$ cat config.mk
export PLATFORM = sky130hd
export DESIGN_NAME = axi_rd_master
export DESIGN_NICKNAME = d
export VERILOG_FILES = /design/src/rtl/axi_rd_master.sv
export SDC_FILE = /design/constraint.sdc
export NUM_CORES = 1
export LEC_CHECK = 0
export ABC_AREA = 1
export CORE_ASPECT_RATIO = 1.1
export CORE_MARGIN = 2
export CORE_UTILIZATION = 42
export CTS_CLUSTER_SIZE = 12
export DETAILED_ROUTE_END_ITERATION = 10
export PLACE_DENSITY = 0.77
export SKIP_CTS_REPAIR_TIMING = 1
export SLEW_MARGIN = 20
export SYNTH_ARGS = -nofsm -noshare
export SYNTH_HDL_FRONTEND = slang
export SYNTH_SLANG_ARGS = --single-unit
$ cat constraint.sdc
create_clock -name clk -period 2.3 [get_ports clk]
set_input_delay 0.46 -clock clk [delete_from_list [all_inputs] [get_ports clk]]
set_output_delay 0.46 -clock clk [all_outputs]
set_load 0.05 [all_outputs]
$ cat src/rtl/axi_rd_master.sv
// axi_rd_master
//   Turns client burst requests into AXI4 read-address transactions and
//   forwards the returning read beats to the client, keeping an in-order
//   record of issued bursts so that beat counting, last-beat marking and
//   protocol checking can be done locally.
//
// Ports
//   clk, rst                 rising-edge clock, asynchronous active-low reset
//   cmd_valid/ready          client burst request handshake
//   cmd_addr/len/id          start address, beats-1, transaction ID
//   m_axi_ar*                AXI read-address channel (master side)
//   m_axi_r*                 AXI read-data channel (master side)
//   rsp_valid/ready          client returned-beat handshake
//   rsp_data/id/last/resp    returned beat payload
//   outstanding              bursts accepted but not yet fully returned
//   err_last/err_id/err_unexp  sticky protocol-error flags
module axi_rd_master #(
  parameter int DATA_WIDTH          = 32,
  parameter int ADDR_WIDTH          = 16,
  parameter int ID_WIDTH            = 8,
  parameter int LOG_MAX_OUTSTANDING = 2
) (
  input  logic                         clk,
  input  logic                         rst,
  // client request
  input  logic                         cmd_valid,
  output logic                         cmd_ready,
  input  logic [ADDR_WIDTH-1:0]        cmd_addr,
  input  logic [7:0]                   cmd_len,
  input  logic [ID_WIDTH-1:0]          cmd_id,
  // AXI AR channel
  output logic [ID_WIDTH-1:0]          m_axi_arid,
  output logic [ADDR_WIDTH-1:0]        m_axi_araddr,
  output logic [7:0]                   m_axi_arlen,
  output logic [2:0]                   m_axi_arsize,
  output logic [1:0]                   m_axi_arburst,
  output logic                         m_axi_arlock,
  output logic [3:0]                   m_axi_arcache,
  output logic [2:0]                   m_axi_arprot,
  output logic                         m_axi_arvalid,
  input  logic                         m_axi_arready,
  // AXI R channel
  input  logic [ID_WIDTH-1:0]          m_axi_rid,
  input  logic [DATA_WIDTH-1:0]        m_axi_rdata,
  input  logic [1:0]                   m_axi_rresp,
  input  logic                         m_axi_rlast,
  input  logic                         m_axi_rvalid,
  output logic                         m_axi_rready,
  // client response
  output logic                         rsp_valid,
  input  logic                         rsp_ready,
  output logic [DATA_WIDTH-1:0]        rsp_data,
  output logic [ID_WIDTH-1:0]          rsp_id,
  output logic                         rsp_last,
  output logic [1:0]                   rsp_resp,
  // status
  output logic [LOG_MAX_OUTSTANDING:0] outstanding,
  output logic                         err_last,
  output logic                         err_id,
  output logic                         err_unexp
);

  localparam int DEPTH = 1 << LOG_MAX_OUTSTANDING;
  localparam int PTR_W = LOG_MAX_OUTSTANDING;
  localparam int CNT_W = LOG_MAX_OUTSTANDING + 1;

  typedef enum logic { AR_IDLE, AR_BUSY } arState_t;

  arState_t                arState_q;
  logic                    arValid_q;
  logic [ADDR_WIDTH-1:0]   arAddr_q;
  logic [7:0]              arLen_q;
  logic [ID_WIDTH-1:0]     arId_q;

  logic [7:0]              lenMem_q [DEPTH];
  logic [ID_WIDTH-1:0]     idMem_q  [DEPTH];
  logic [PTR_W-1:0]        wrPtr_q, rdPtr_q;
  logic [CNT_W-1:0]        count_q, count_d;
  logic [7:0]              beatCnt_q, beatCnt_d;
  logic                    errLast_q, errId_q, errUnexp_q;

  logic fifoEmpty, fifoFull, push, pop, rHs, lastBeat;
  logic [7:0]          headLen;
  logic [ID_WIDTH-1:0] headId;

  assign m_axi_arsize  = 3'($clog2(DATA_WIDTH / 8));
  assign m_axi_arburst = 2'b01;
  assign m_axi_arlock  = 1'b0;
  assign m_axi_arcache = 4'b0011;
  assign m_axi_arprot  = 3'b000;

  assign m_axi_arvalid = arValid_q;
  assign m_axi_araddr  = arAddr_q;
  assign m_axi_arlen   = arLen_q;
  assign m_axi_arid    = arId_q;

  assign fifoEmpty = (count_q == '0);
  assign fifoFull  = (count_q == CNT_W'(DEPTH));
  assign headLen   = lenMem_q[rdPtr_q];
  assign headId    = idMem_q[rdPtr_q];

  // A new request may be taken while the AR slot is free or is being
  // emptied this very cycle, and only if there is room to track it.
  assign cmd_ready = ((arState_q == AR_IDLE) || m_axi_arready) && !fifoFull;
  assign push      = cmd_valid && cmd_ready;

  // With nothing outstanding, stray beats are swallowed (rready high) and
  // never shown to the client.
  assign rsp_valid    = m_axi_rvalid && !fifoEmpty;
  assign m_axi_rready = rsp_ready || fifoEmpty;
  assign rHs          = m_axi_rvalid && rsp_ready && !fifoEmpty;
  assign lastBeat     = !fifoEmpty && (beatCnt_q == headLen);
  assign pop          = rHs && lastBeat;

  assign rsp_data    = m_axi_rdata;
  assign rsp_id      = m_axi_rid;
  assign rsp_resp    = m_axi_rresp;
  assign rsp_last    = lastBeat;
  assign outstanding = count_q;
  assign err_last    = errLast_q;
  assign err_id      = errId_q;
  assign err_unexp   = errUnexp_q;

  // AR channel FSM: payload loads on every accepted request, including the
  // back-to-back case where the previous address is accepted the same cycle.
  always_ff @(posedge clk or negedge rst) begin
    if (!rst) begin
      arState_q <= AR_IDLE;
      arValid_q <= 1'b0;
      arAddr_q  <= '0;
      arLen_q   <= '0;
      arId_q    <= '0;
    end else begin
      case (arState_q)
        AR_IDLE: begin
          if (push) begin
            arState_q <= AR_BUSY;
            arValid_q <= 1'b1;
            arAddr_q  <= cmd_addr;
            arLen_q   <= cmd_len;
            arId_q    <= cmd_id;
          end
        end
        AR_BUSY: begin
          if (m_axi_arready) begin
            if (push) begin
              arAddr_q <= cmd_addr;
              arLen_q  <= cmd_len;
              arId_q   <= cmd_id;
            end else begin
              arState_q <= AR_IDLE;
              arValid_q <= 1'b0;
            end
          end
        end
        default: begin
          arState_q <= AR_IDLE;
          arValid_q <= 1'b0;
        end
      endcase
    end
  end

  // Tracking storage needs no reset: entries are only read while valid.
  always_ff @(posedge clk) begin
    if (push) begin
      lenMem_q[wrPtr_q] <= cmd_len;
      idMem_q[wrPtr_q]  <= cmd_id;
    end
  end

  always_comb begin
    count_d = count_q;
    if (push && !pop)      count_d = count_q + CNT_W'(1);
    else if (pop && !push) count_d = count_q - CNT_W'(1);
  end

  // The burst always ends on the counted length, whatever rlast says.
  always_comb begin
    beatCnt_d = beatCnt_q;
    if (pop)      beatCnt_d = 8'd0;
    else if (rHs) beatCnt_d = beatCnt_q + 8'd1;
  end

  always_ff @(posedge clk or negedge rst) begin
    if (!rst) begin
      wrPtr_q   <= '0;
      rdPtr_q   <= '0;
      count_q   <= '0;
      beatCnt_q <= '0;
    end else begin
      if (push) wrPtr_q <= wrPtr_q + PTR_W'(1);
      if (pop)  rdPtr_q <= rdPtr_q + PTR_W'(1);
      count_q   <= count_d;
      beatCnt_q <= beatCnt_d;
    end
  end

  always_ff @(posedge clk or negedge rst) begin
    if (!rst) begin
      errLast_q  <= 1'b0;
      errId_q    <= 1'b0;
      errUnexp_q <= 1'b0;
    end else begin
      if (rHs && (m_axi_rlast != lastBeat)) errLast_q  <= 1'b1;
      if (rHs && (m_axi_rid != headId))     errId_q    <= 1'b1;
      if (m_axi_rvalid && fifoEmpty)        errUnexp_q <= 1'b1;
    end
  end

endmodule

Yosys cells after proc, flatten, opt, wreduce, memory -nomap -nowiden
Memory sizes are Yosys's and may differ from the RTL's.
Cells that the tools add are included.
- reductions and logical operators: 22
- bitwise gates (word level): 1
- equal/unequal tests: 7
- mux-type cells: 21
- add/subtract/negate cells: 5
- operator list (cell ; count):
    2-to-1 mux 8 bit ; 6
    2-to-1 mux 16 bit ; 2
    case mux 16 bit (2 select lines) ; 1
    case mux 8 bit (2 select lines) ; 2
    logical AND 1 bit ; 12
    adder 8 x 1 -> 8 bit, second input constant ; 1
    equality test 8 bit ; 1
    inequality test 8 bit ; 1
    2-to-1 mux 1 bit ; 6
    2-to-1 mux 3 bit ; 2
    inequality test 2 bit, second input constant ; 3
    adder 2 x 1 -> 2 bit, second input constant ; 2
    zero test 1 bit ; 4
    case mux 1 bit (2 select lines) ; 2
    nonzero test 2 bit ; 2
    adder 3 x 1 -> 3 bit, second input constant ; 1
    equality test 3 bit, second input constant ; 1
    zero test 3 bit ; 1
    AND reduction 3 bit ; 1
    subtractor 3 x 1 -> 3 bit, second input constant ; 1
    logical OR 1 bit ; 2
    inequality test 1 bit ; 1
    NOT 1 bit ; 1
- RAM bits: 64
- input bits: 81
- output and inout port bits: 98
- bits in registers: 52
- memories: 2
- word-level logic and storage cells: 70
- memory list (name ; depth ; width ; rd ports ; clocked after memory_dff ; wr ports ; RTL line ; RTL):
    idMem_q ; 4 ; 8 ; 1 ; 0 ; 1 ; 76 ; logic [ID_WIDTH-1:0] idMem_q [DEPTH];
    lenMem_q ; 4 ; 8 ; 1 ; 0 ; 1 ; 75 ; logic [7:0] lenMem_q [DEPTH];

Depth between registers and ports, before layout
- word-level depth: 8
- mapped depth: 18
- mapped depth without buffers: 16

Worst setup path after synthesis
No wires, ideal clock.
- kind: register to register
- start point: register count_q[0], in the netlist outstanding[0]
- end point: register count_q[1], in the netlist outstanding[1]
- setup slack: -0.942 ns
- stages on the path, launching flop included: 13
- period minus slack after synthesis: 3.242 ns
- buffers on the path: 1
- required time: 2.175 ns
- arrival time: 3.118 ns
- library setup time: 0.125 ns
- cells stage by stage: dfrtp_1 -> nor2_1 -> nand2_1 -> inv_1 -> nor2_1 -> nand2_1 -> inv_1 -> buf_2 -> nand3_4 -> ha_1 -> inv_1 -> fa_1 -> mux2_2
- word-level cells in the longest chain between the ends: 7
- elaborated cells on any way between the ends: 18
- classes of those cells: add/sub (2); eq/ne (1); mux (2); reduce/logical (13)
- ends and longest elaborated chain (what ; RTL line ; RTL):
    start, declared ; 78 ; logic [CNT_W-1:0] count_q, count_d;
    start signal, assigned ; 194 ; count_q <= count_d;
    parallel branches: the longest is 6 deep, another holds subtractor 3 x 1 -> 3 bit ; -- ;
    2-to-1 mux 3 bit * ; 174 ; if (push && !pop) count_d = count_q + CNT_W'(1);
    net count_d[1] ; 78 ;
Mark *: on every way through the listed nets, which the timed path passes. The select of a mux whose other input is x is not followed.
A chain may end at the register's enable or synchronous reset.

Final worst setup path
- start point: register rdPtr_q[0]
- end point: output rsp_last
- word-level cells in the longest chain between the ends: 3
- ends and longest elaborated chain (what ; RTL line ; RTL):
    start, declared ; 77 ; logic [PTR_W-1:0] wrPtr_q, rdPtr_q;
    start signal, assigned ; 193 ; if (pop) rdPtr_q <= rdPtr_q + PTR_W'(1);
    memory read (4 x 8 bit) ; -- ;
    equality test 8 bit ; 112 ; assign lastBeat = !fifoEmpty && (beatCnt_q == headLen);
    logical AND 1 bit ; 112 ;
    end, declared ; 54 ; output logic rsp_last,
Every way passes these cells.

==> run_results.csv <==
group,metric,value,unit
setup_path,crit_required,1840,ps
sta,worst_hold_slack,459.7,ps
setup_path,crit_path_frequent_cell,"nand2_1",
placement,port_buffers,97,
clock_network,clkTransAtPathRegs,50,ps
die,rows,43,
drt,drt_iter0_markers,299,
synth,ys_seq_elements,116,
sta,rsz0062_at_grt,"true",
die,core_area,0.01254,mm^2
die,die_y,122.5,um
drt,antenna_left,0,
clock_network,htreeDepth,4,
power_and_ir_drop,irDropWorstVdd,0.0009963,V
job,cap_violations,0,
finish,nets,711,
synth,ys_warn_count,0,
global_route,grt_use_total,17.91,%
sta,period_share,114.0,%
synth,syn_area,0.005361,mm^2
min_path,hold_path.class,"in2async",
setup_path,critical-path-max-stage-delay,460,ps
clock_network,cts_buffers,17,
placement,dp.final_hpwl,8163,um
drt,drt-total-wl,12530,um
setup_path,path_buf_inv,6,
power_and_ir_drop,leakage,0.003168,uW
finish,design_area,0.007303,mm^2
finish,fillCellCount,985,
sta,fin_crit,2621,ps
die,top_level_ports,179,
die,die_x,111.7,um
sta,finalClockSkew,8.661,ps
clock_network,worstSkewPairLatency,400,ps
setup_path,path_class,"reg2out",
finish,drive_above_1_share,19.03,%
global_route,grt_max_degree,46,
global_route,gr-total-overflow,0,
die,die_area,0.01369,mm^2
clock_network,cts_tree,"yes",
placement,gp_routability_congestion,0.8380,
sta,finalHoldViolations,0,
sta,worst_pin_slew,971.7,ps
drt,routed_via_density,4.918,
setup_path,crit_family,"simple AND/OR/NAND/NOR gates",
setup_path,path_cells,"buf_12 -> inv_6 -> nand2_1 -> nand3_1 -> nand2_1 -> nand2_1 -> nand2_1 -> inv_1 -> nand2_1 -> nor2_4 -> buf_6 -> nand2_4 -> inv_2 -> buf_12",
clock_network,clock-root-buffer,"clkbuf_16",
placement,dpl-instance-area,0.006394,mm^2
sta,maxSlewHeadroom,35.15,%
global_route,antenna_found_initial,0,
synth,syn_inst,540,
sta,timing.final.setup_violations,3,
run_status,violations,"setup timing",
power_and_ir_drop,p_per_area,1387,mW/mm^2
synth,synth_area_leaders,"edfxtp_1 (36%), dfrtp_1 (24%), nand2_1 (15%), buf_4 (8.0%), nand3_1 (3.9%)",
setup_path,slowest_stage,"dfrtp_2",
clock_network,cts.sinks,116,
synth,synth_largest_area_cell,"edfxtp_1",
finish,multi_input_area,0.001724,mm^2
sta,fin_ws,-321.3,ps
die,start_util,42.77,%
sta,fmax,381.5,MHz
placement,dp.cells,754,
drt,routedWlPerCell,15.80,um
setup_path,crit_path_max_fanout,9,
clock_network,clk_path_buf_depth,2,
finish,fin_cells,793,
finish,area_delta_synth_final,36.22,%
power_and_ir_drop,power,10130,uW
global_route,grt_pass1_vias,3889,
synth,synth_flop_cell,"edfxtp_1",
setup_path,cp-start-kind,"flop",
drt,drc,0,
run_status,status,"complete, but fails checks",
synth,synth_top_area_share,35.85,%
synth,synth-edff-count,64,
synth,avgSynthCellArea,9.929,um^2
sta,slew_violations,0,
setup_path,arrival,2160,ps
global_route,grt_pass1_wl,19100,um
setup_path,crit_path_end_kind,"output port",
drt,vias,3900,
synth,async_reset_ff_share,44.83,%
finish,ff_latch_area,0.003229,mm^2
finish,final_common_cell,"nand2_1",
drt,first_pass_iters,4,
finish,antenna_cells,0,
synth,synth_cell_types,34,
synth,ys_seq_area_share,60.12,%
finish,mostFrequentLayoutCells,"nand2_1 (199), clkdlybuf4s50_1 (84), edfxtp_1 (64), dfrtp_1 (47), nand3_1 (31)",
==> synthesized netlist by cell type (2+ instances only) <==
| master | number |
|---|---|
| a21oi_1 | 2 |
| buf_1 | 2 |
| buf_2 | 6 |
| buf_4 | 57 |
| buf_6 | 4 |
| clkbuf_1 | 4 |
| conb_1 | 2 |
| dfrtp_1 | 52 |
| edfxtp_1 | 64 |
| ha_1 | 6 |
| inv_1 | 25 |
| nand2_1 | 210 |
| nand2_2 | 2 |
| nand3_1 | 42 |
| nand4_1 | 3 |
| nor2_1 | 18 |
| nor3_1 | 3 |
| o21ai_0 | 5 |
| xnor2_1 | 7 |
| xor2_1 | 12 |
==> registers in the layout, summed over array words and instances (netlist names), 2 cells and up <==
name / count
beatCnt_q: 8
idMem_q: 32
lenMem_q: 32
m_axi_araddr: 16
m_axi_arid: 8
m_axi_arlen: 8
outstanding: 3
rdPtr_q: 2
wrPtr_q: 2
==> layout make-up <==
class | instances | share of cell area, %
clock buffers | 20 | 6.116
clock inverters | 12 | 2.861
inverters | 29 | 1.885
multi-input cells | 333 | 23.61
flip-flops and latches | 116 | 44.22
well taps | 157 | 2.690
repair buffers | 124 | 18.38
repair inverters | 2 | 0.2398
==> path summary, 6_finish.rpt <==
kind | endpoint | depth (start not counted) | start | slack, ps
min in group clk | err_id | 2 | err_id | 470
worst min register to register | err_id | 2 | err_id | 470
max in group asynchronous | outstanding[1] | 3 | rst | 1300
worst min-delay path | m_axi_arid[4] | 2 | rst | 460
worst max-delay path | rsp_last | 14 | rdPtr_q[0] | -320
worst max register to register | outstanding[1] | 15 | rdPtr_q[0] | -240
==> per-stage QoR <==
stage / utilization (%) / TNS (ps) / worst slack, ps
2_1_floorplan: - / -272.8 / -194.0
3_3_place_gp: 51.00 / -7903 / -198.4
3_5_place_dp: 51.00 / -9095 / -198.7
4_1_cts: 56.23 / -669.5 / -377.6
5_1_grt: 58.26 / -995.1 / -425.6
6_report: 58.26 / -681.0 / -321.3
==> metal layers <==
metal / up-vias / routed length [um] / global-route usage [%]
met2: 180 / 6010 / 29.32
met5: - / 0 / 0
met4: 0 / 516 / 10.11
met1: 1838 / 4826 / 20.45
met3: 57 / 1172 / 6.568
li1: 1825 / - / -
==> power breakdown <==
group / total [uW] / switching (uW) / internal, uW
Sequential: 3120 / 320 / 2800
Combinational: 4090 / 2660 / 1430
Clock: 2920 / 874 / 2040
==> kinds of logic (layout without fill, tap and decap cells) <==
kind of cell | after synthesis | count (layout) | share of synthesized area (%)
fa+ha+maj | 7 | 7 | 1.774
other cells | 2 | 13 | 0.1401
buf+inv | 102 | 187 | 11.95
flops | 116 | 116 | 60.12
xor+xnor | 19 | 19 | 3.104
simple gates | 283 | 283 | 21.66
compound gates | 10 | 10 | 1.050
mux | 1 | 1 | 0.2100
Note: power is estimated with default switching activity, not from simulation.
